`src/rtl/rfphoenix_tlb_walker.sv`:
```
// rfphoenix_tlb_walker: two-level hardware page-table walker feeding the TLB update port
// Ports: clk_i/rst_i (sync active-high); tlbmiss_i/tlbmiss_adr_i/asid_i/ptbr_i start a walk;
// m_cyc_o/m_adr_o/m_ack_i/m_dat_i single-beat read master; tlb_wr_o/tlb_adr_o/tlb_dat_o TLB write;
// busy_o, fault_o pulse with held fault_cause_o (1=L1 inv, 2=L2 inv, 3=timeout) and fault_adr_o.
// TLBE layout (tlb_dat_o, 128 bits, msb first): 32'0, adr[31:0], vpn[18:0], ppn[18:0], asid[9:0],
// 9'0, c, rwx[2:0], m, g, v.
module rfphoenix_tlb_walker #(
  parameter int HOLD_CYC = 4,
  parameter int TMO_CYC  = 255
) (
  input  logic         clk_i,
  input  logic         rst_i,
  input  logic         tlbmiss_i,
  input  logic [31:0]  tlbmiss_adr_i,
  input  logic [9:0]   asid_i,
  input  logic [31:0]  ptbr_i,
  output logic         m_cyc_o,
  output logic [31:0]  m_adr_o,
  input  logic         m_ack_i,
  input  logic [63:0]  m_dat_i,
  output logic         tlb_wr_o,
  output logic [15:0]  tlb_adr_o,
  output logic [127:0] tlb_dat_o,
  output logic         busy_o,
  output logic         fault_o,
  output logic [1:0]   fault_cause_o,
  output logic [31:0]  fault_adr_o
);
  localparam int TW = $clog2(TMO_CYC + 1);
  localparam int HW = $clog2(HOLD_CYC + 2);
  localparam logic [2:0] S_IDLE = 3'd0;
  localparam logic [2:0] S_L1   = 3'd1;
  localparam logic [2:0] S_L2R  = 3'd2;
  localparam logic [2:0] S_L2   = 3'd3;
  localparam logic [2:0] S_WR   = 3'd4;
  localparam logic [2:0] S_HOLD = 3'd5;
  localparam logic [2:0] S_FLT  = 3'd6;
  logic [2:0]   st_q, st_d;
  logic [31:0]  va_q, va_d, m_adr_q, m_adr_d, fadr_q, fadr_d;
  logic [9:0]   asid_q, asid_d;
  logic [TW-1:0] tmo_q, tmo_d;
  logic [HW-1:0] hold_q, hold_d;
  logic [15:0]  tlb_adr_q, tlb_adr_d;
  logic [127:0] tlb_dat_q, tlb_dat_d;
  logic [1:0]   cause_q, cause_d;
  logic         unused;
  assign unused = ^{m_dat_i[63:32], m_dat_i[12:7], va_q[12:0]};
  // Strobes are decoded from state so a reset drops them at the reset edge.
  assign m_cyc_o       = (st_q == S_L1) || (st_q == S_L2);
  assign tlb_wr_o      = st_q == S_WR;
  assign fault_o       = st_q == S_FLT;
  assign busy_o        = st_q != S_IDLE;
  assign m_adr_o       = m_adr_q;
  assign tlb_adr_o     = tlb_adr_q;
  assign tlb_dat_o     = tlb_dat_q;
  assign fault_cause_o = cause_q;
  assign fault_adr_o   = fadr_q;
  always_comb begin
    st_d      = st_q;
    va_d      = va_q;
    asid_d    = asid_q;
    m_adr_d   = m_adr_q;
    tmo_d     = tmo_q;
    hold_d    = hold_q;
    tlb_adr_d = tlb_adr_q;
    tlb_dat_d = tlb_dat_q;
    cause_d   = cause_q;
    fadr_d    = fadr_q;
    case (st_q)
      S_IDLE: if (tlbmiss_i) begin
        va_d    = tlbmiss_adr_i;
        asid_d  = asid_i;
        m_adr_d = ptbr_i + {20'd0, tlbmiss_adr_i[31:23], 3'b000};
        tmo_d   = '0;
        st_d    = S_L1;
      end
      S_L1, S_L2: if (m_ack_i) begin
        if (!m_dat_i[0]) begin
          cause_d = (st_q == S_L1) ? 2'd1 : 2'd2;
          fadr_d  = va_q;
          st_d    = S_FLT;
        end else if (st_q == S_L1) begin
          m_adr_d = {m_dat_i[31:13], 13'd0} + {19'd0, va_q[22:13], 3'b000};
          st_d    = S_L2R;
        end else begin
          tlb_dat_d = {32'd0, m_adr_q, va_q[31:13], m_dat_i[31:13], asid_q, 9'd0,
                       m_dat_i[6], m_dat_i[5:3], m_dat_i[2], m_dat_i[1], 1'b1};
          tlb_adr_d = {va_q[23:13], 5'd0};
          st_d      = S_WR;
        end
      end else begin
        // An ack arriving on the final wait cycle is taken above, so it beats the timeout.
        tmo_d = tmo_q + 1'b1;
        if (tmo_q == TW'(TMO_CYC - 1)) begin
          cause_d = 2'd3;
          fadr_d  = va_q;
          st_d    = S_FLT;
        end
      end
      S_L2R: begin
        tmo_d = '0;
        st_d  = S_L2;
      end
      S_WR, S_FLT: begin
        hold_d = HW'(HOLD_CYC);
        st_d   = S_HOLD;
      end
      S_HOLD: begin
        hold_d = (hold_q == '0) ? hold_q : hold_q - 1'b1;
        st_d   = (hold_q == '0) ? S_IDLE : S_HOLD;
      end
      default: st_d = S_IDLE;
    endcase
  end
  always_ff @(posedge clk_i) begin
    if (rst_i) begin
      st_q      <= S_IDLE;
      va_q      <= '0;
      asid_q    <= '0;
      m_adr_q   <= '0;
      tmo_q     <= '0;
      hold_q    <= '0;
      tlb_adr_q <= '0;
      tlb_dat_q <= '0;
      cause_q   <= '0;
      fadr_q    <= '0;
    end else begin
      st_q      <= st_d;
      va_q      <= va_d;
      asid_q    <= asid_d;
      m_adr_q   <= m_adr_d;
      tmo_q     <= tmo_d;
      hold_q    <= hold_d;
      tlb_adr_q <= tlb_adr_d;
      tlb_dat_q <= tlb_dat_d;
      cause_q   <= cause_d;
      fadr_q    <= fadr_d;
    end
  end
endmodule

```
`config.mk`:
```
export PLATFORM = sky130hd
export DESIGN_NAME = rfphoenix_tlb_walker
export DESIGN_NICKNAME = d
export VERILOG_FILES = /design/src/rtl/rfphoenix_tlb_walker.sv
export SDC_FILE = /design/constraint.sdc
export NUM_CORES = 1
export LEC_CHECK = 0
export ABC_AREA = 1
export CORE_MARGIN = 8
export CORE_UTILIZATION = 44
export CTS_CLUSTER_DIAMETER = 150
export CTS_CLUSTER_SIZE = 30
export DETAILED_ROUTE_END_ITERATION = 6
export GPL_ROUTABILITY_DRIVEN = 1
export PLACE_DENSITY = 0.91
export SYNTH_ARGS = -nofsm -noshare
export SYNTH_HDL_FRONTEND = slang
export SYNTH_SLANG_ARGS = --single-unit
```
`constraint.sdc`:
```
create_clock -name clk_i -period 2.6 [get_ports clk_i]
set_input_delay 0.52 -clock clk_i [delete_from_list [all_inputs] [get_ports clk_i]]
set_output_delay 0.52 -clock clk_i [all_outputs]
set_load 0.1 [all_outputs]
```
Word-level counts from Yosys, hierarchy flattened --
Cells that the tools add are included.
Word-level totals: word-level logic and storage cells 71, register bits after elaboration 220, input bits 142, output and inout port bits 214
Operators by class: muxes and demuxes 24, reduce and logical (&&, ||, !) cells 17, $add $sub $neg 4, bitwise gates (word level) 1, eq/ne operators 15
Operator list (number):
- $mux W32 | 7
- $pmux W32 S2 | 1
- $add A32 B12 Y32 | 1
- $add A32 B13 Y32 | 1
- $pmux W8 S3 | 1
- $mux W3 | 7
- $mux W8 | 2
- $pmux W3 S5 | 1
- $ne A2 B2 Y1 const B | 7
- $eq A3 B3 Y1 const B | 3
- $add A8 B1 Y8 const B | 1
- $eq A8 B8 Y1 const B | 1
- $mux W2 | 4
- $eq A3 B2 Y1 const B | 2
- $logic_not A3 Y1 | 2
- $pmux W3 S2 | 1
- $reduce_and A2 Y1 | 3
- $reduce_and A3 Y1 | 2
- $reduce_bool A2 Y1 | 3
- $reduce_bool A3 Y1 | 2
- $reduce_and A5 Y1 | 1
- $reduce_and A4 Y1 | 1
- $reduce_or A2 Y1 | 2
- $eq A3 B1 Y1 const B | 1
- other kinds (4) | 4

Logic depth before layout (Yosys ltp) --
Gate-level depths: netlist of the first run.
depth after elaboration 5, mapped depth 14, gate-level depth less buffers 14

Worst setup path before layout of the first run --
Ideal clock, no wire load.
kind register -> output, from register st_q[2], to output port tlb_wr_o, stages on the path, launching flop included 5, slack 149 ps, data required time 2080 ps, arrival 1931 ps, cells stage by stage dfxtp_1 inv_1 nor2_1 inv_1 nor2_1
On the way: cells in the longest elaborated chain, start to end 1
Ends and longest elaborated chain:
- start, declared | line 38 | logic [2:0] st_q, st_d;
- start signal, assigned | line 128 | st_q <= st_d;
- $eq A3 B3 Y1 | line 50 | assign tlb_wr_o = st_q == S_WR;
- end, declared | line 21 | output logic tlb_wr_o,
Every way passes these cells.

Worst setup path in the final report of the first run --
from register st_q[0], to output port m_cyc_o
On the way: cells in the longest elaborated chain, start to end 2, elaborated cells between the ends (all ways) 3, classes of those cells eq/ne: 2; reduce/logical: 1
Ends and longest elaborated chain:
- $eq A3 B1 Y1 or $eq A3 B2 Y1 (tied branches) | line 49 | assign m_cyc_o = (st_q == S_L1) || (st_q == S_L2);
- $logic_or A1 B1 Y1 (*) | line 49
- end, declared | line 17 | output logic m_cyc_o,
Every way passes the cells marked *; elsewhere a longest branch is shown, timed or not.

==> reports/qor.yml, run 1 <==
run_status:
  status: "complete, no violations"
power:
  p_sw_uw: 4547
  clkPwrFrac: 0.179
  p_comb_frac: 0.432
  leakagePower_uw: 0.005464
  internal_power_uw: 5255
  power.density_nw_per_um2: 826.0
  switching_share: 0.4639
  p_seq_frac: 0.389
  peakVddDrop_mv: 0.5812
setup_path:
  r2r-end: "tlb_dat_o[27]"
  ff2ff_path_depth: 10
  endpoint: "m_cyc_o"
  reg2reg_setup_slack_ps: 540
  cp_max_fo: 34
  critPathLaunchType: "register"
  end_kind: "output port"
  r2r_start: "st_q[0]"
  crit_start: "st_q[0]"
  crit_required_ps: 2080
  critPathKind: "register to output port"
  arrival_ps: 1880
logic_synthesis:
  synth_cell_types: 29
  synth_seq_cells: 209
  synth_area_um2: 9218
  synthArstFlopShare: 0
  synth-main-ff-cell: "dfxtp_1"
  synth_edf_count: 0
  ys_warn_count: 0
  syn_inst: 1258
  synth_area_per_cell_um2: 7.327
  ys_seq_area_frac: 0.4539
die:
  rows: 53
  die_h_um: 160.7
  ios: 356
  core_um2: 20820
  start_util: 0.4427
  die_w_um: 160.7
  dieArea_um2: 25840
global_routing:
  grt_pass1_wl_mm: 44.79
  grt_start_max_net_pins: 106
  grt_pass1_vias: 8606
  grt.total_usage: 0.2088
  gr-total-overflow: 0
  antenna_found_initial: 2
sta:
  rsz0062_at_grt: "no"
  finalSetupViolations: 0
  post-route-period-util: 0.9228
  max_freq_mhz: 416.8
  worst_pin_slew_ps: 717.4
  layout_setup_ws_ps: 200.6
  period_needed_ps: 2399
  skew_ps: 8.594
  slew_headroom: 0.5218
  hold_viol: 0
  maxSlewViolCount: 0
drt:
  via_per_inst: 5.040
  dr.pass1.iters: 7
  wl_per_cell_um: 16.11
  drtAntennaViolNets: 0
  dr_total_vias: 8896
  drc_errors: 0
  finalWirelength_mm: 28.43
  drt_iter0_drc: 602
clock_network:
  cts_buffer_depth: 3
  cts.root.buffer_cell: "clkbuf_16"
  clk_latency_ps: 470
  cts.sinks: 209
  hold_buffers: 0
  cts_buffers: 10
  tritoncts: "built"
  postCtsSetupRepairBufs: 0
  htree_num_levels: 1
  cts.repair.resized: 0
  clk_pin_slew_ps: 110
layout:
  layout-drive-gt1-share: 0.1484
  final.fill_count: 1905
  layout_commonest_cell: "dfxtp_1"
  most-common-layout-cells: "209 x dfxtp_1, 200 x a21oi_1, 190 x buf_4, 186 x nand2_1, 179 x o21ai_0"
  syn_to_final_growth_pct: 28.75
  nets: 1645
  stdcell_area_um2: 11870
placed_design:
  dp_slack_ps: -233.0
  dp.final_hpwl_mm: 21.46
  gp_congestion: 0.9024
  portBuffers: 271
  placed_area_um2: 11590
run:
  cap_violations: 0
hold_path:
  hp-class: "register to register"
critical path, stage by stage, from the launching register on:
cell     delay [ps]
dfxtp_1         410
inv_2           100
nor2_4          240
buf_4           410
buf_12          230
logic make-up after synthesis:
group | count (synthesis) | share of synthesized area
AOI/OAI and AO/OA | 398 | 0.2211
xor gates and xnor gates | 5 | 0.004751
adders and majority gates | 14 | 0.01982
buffers and inverters | 261 | 0.1360
DFF | 209 | 0.4539
other | 1 | 0.0004068
and+or+nand+nor | 370 | 0.1640
worst min-delay path by stage:
stage / from / depth (start not counted) / slack, ps / to
after global routing: va_q[5] / 2 / 480 / fault_adr_o[5]
after CTS: va_q[7] / 2 / 460 / fault_adr_o[7]
after floorplan: asid_q[0] / 2 / 430 / asid_q[0]
after detailed placement: asid_q[4] / 2 / 450 / tlb_dat_o[20]
after global placement: va_q[6] / 2 / 440 / fault_adr_o[6]
final: va_q[9] / 2 / 460 / fault_adr_o[9]
cell usage after synthesis, drive strengths merged (2+ instances only):
library cell	n	area, um^2
or2	2	12.51
nand4	8	50.05
nor2	120	470.5
clkbuf	42	157.7
a31oi	2	12.51
a211oi	13	97.59
buf	83	583.1
o21ai	179	895.9
a21oi	201	1006
nand2	186	698.2
ha	13	162.7
dfxtp	209	4184
nand3	48	240.2
nor3	2	10.01
nand3b	4	30.03
inv	136	513.0
xor2	5	43.79
stage by stage:
| step | hold WS [ps] | utilization | total power (uW) | std cells | setup TNS [ps] |
|---|---|---|---|---|---|
| CTS | 458.7 | 0.5698 | 9869 | 1764 | 0 |
| global route | 479.3 | 0.5699 | 10240 | 1765 | 0 |
| finish | 462.3 | 0.5699 | 9802 | 1765 | 0 |
| global placement | 437.3 | 0.5564 | 8059 | 1752 | -662.9 |
| floorplan | 429.7 | - | 7114 | 1303 | 0 |
| detailed placement | 446.1 | 0.5564 | 8124 | 1752 | -1753 |
per-layer routing:
metal	global-route usage	wire, um	up-vias
met2	0.3707	14140	306
met3	0.05477	2152	53
li1	-	-	4454
met4	0.07113	783	2
met5	0	13	-
met1	0.2384	11340	4081
layout make-up:
cell class | count | area (um^2) | area share
Timing Repair Buffer | 299 | 2572 | 0.2168
Clock buffer | 12 | 279.0 | 0.02351
Inverter | 136 | 515.5 | 0.04344
Sequential cell | 209 | 4184 | 0.3526
Multi-Input combinational cell | 833 | 3970 | 0.3345
Antenna cell | 1 | 2.502 | 0.0002109
Tap cell | 275 | 344.1 | 0.02899
sequential cells by signal, summed over array words and instances (netlist names):
register       flops
tlb_dat_o         87
fault_cause_o      2
m_adr_o           32
tmo_q              8
fault_adr_o       32
va_q              32
st_q               3
hold_q             3
asid_q            10
power groups by stage:
stage / clock, uW / sequential [uW] / combinational (uW)
6_report: 1750 / 3820 / 4240
5_1_grt: 1920 / 3860 / 4460
4_1_cts: 1800 / 3820 / 4250
3_5_place_dp: 0 / 3890 / 4240
3_3_place_gp: 0 / 3870 / 4190
2_1_floorplan: 0 / 5620 / 1500
Power figures use the tool's default switching activity.
==> inputs of run 2 (changes only) <==
--- a/config.mk
+++ b/config.mk
@@ -13,6 +13,7 @@
 export DETAILED_ROUTE_END_ITERATION = 6
 export GPL_ROUTABILITY_DRIVEN = 1
 export PLACE_DENSITY = 0.91
+export SLEW_MARGIN = 20
 export SYNTH_ARGS = -nofsm -noshare
 export SYNTH_HDL_FRONTEND = slang
 export SYNTH_SLANG_ARGS = --single-unit
==> results of run 2 <==
Final layout, timing and power as in run 1 (identical DEF).
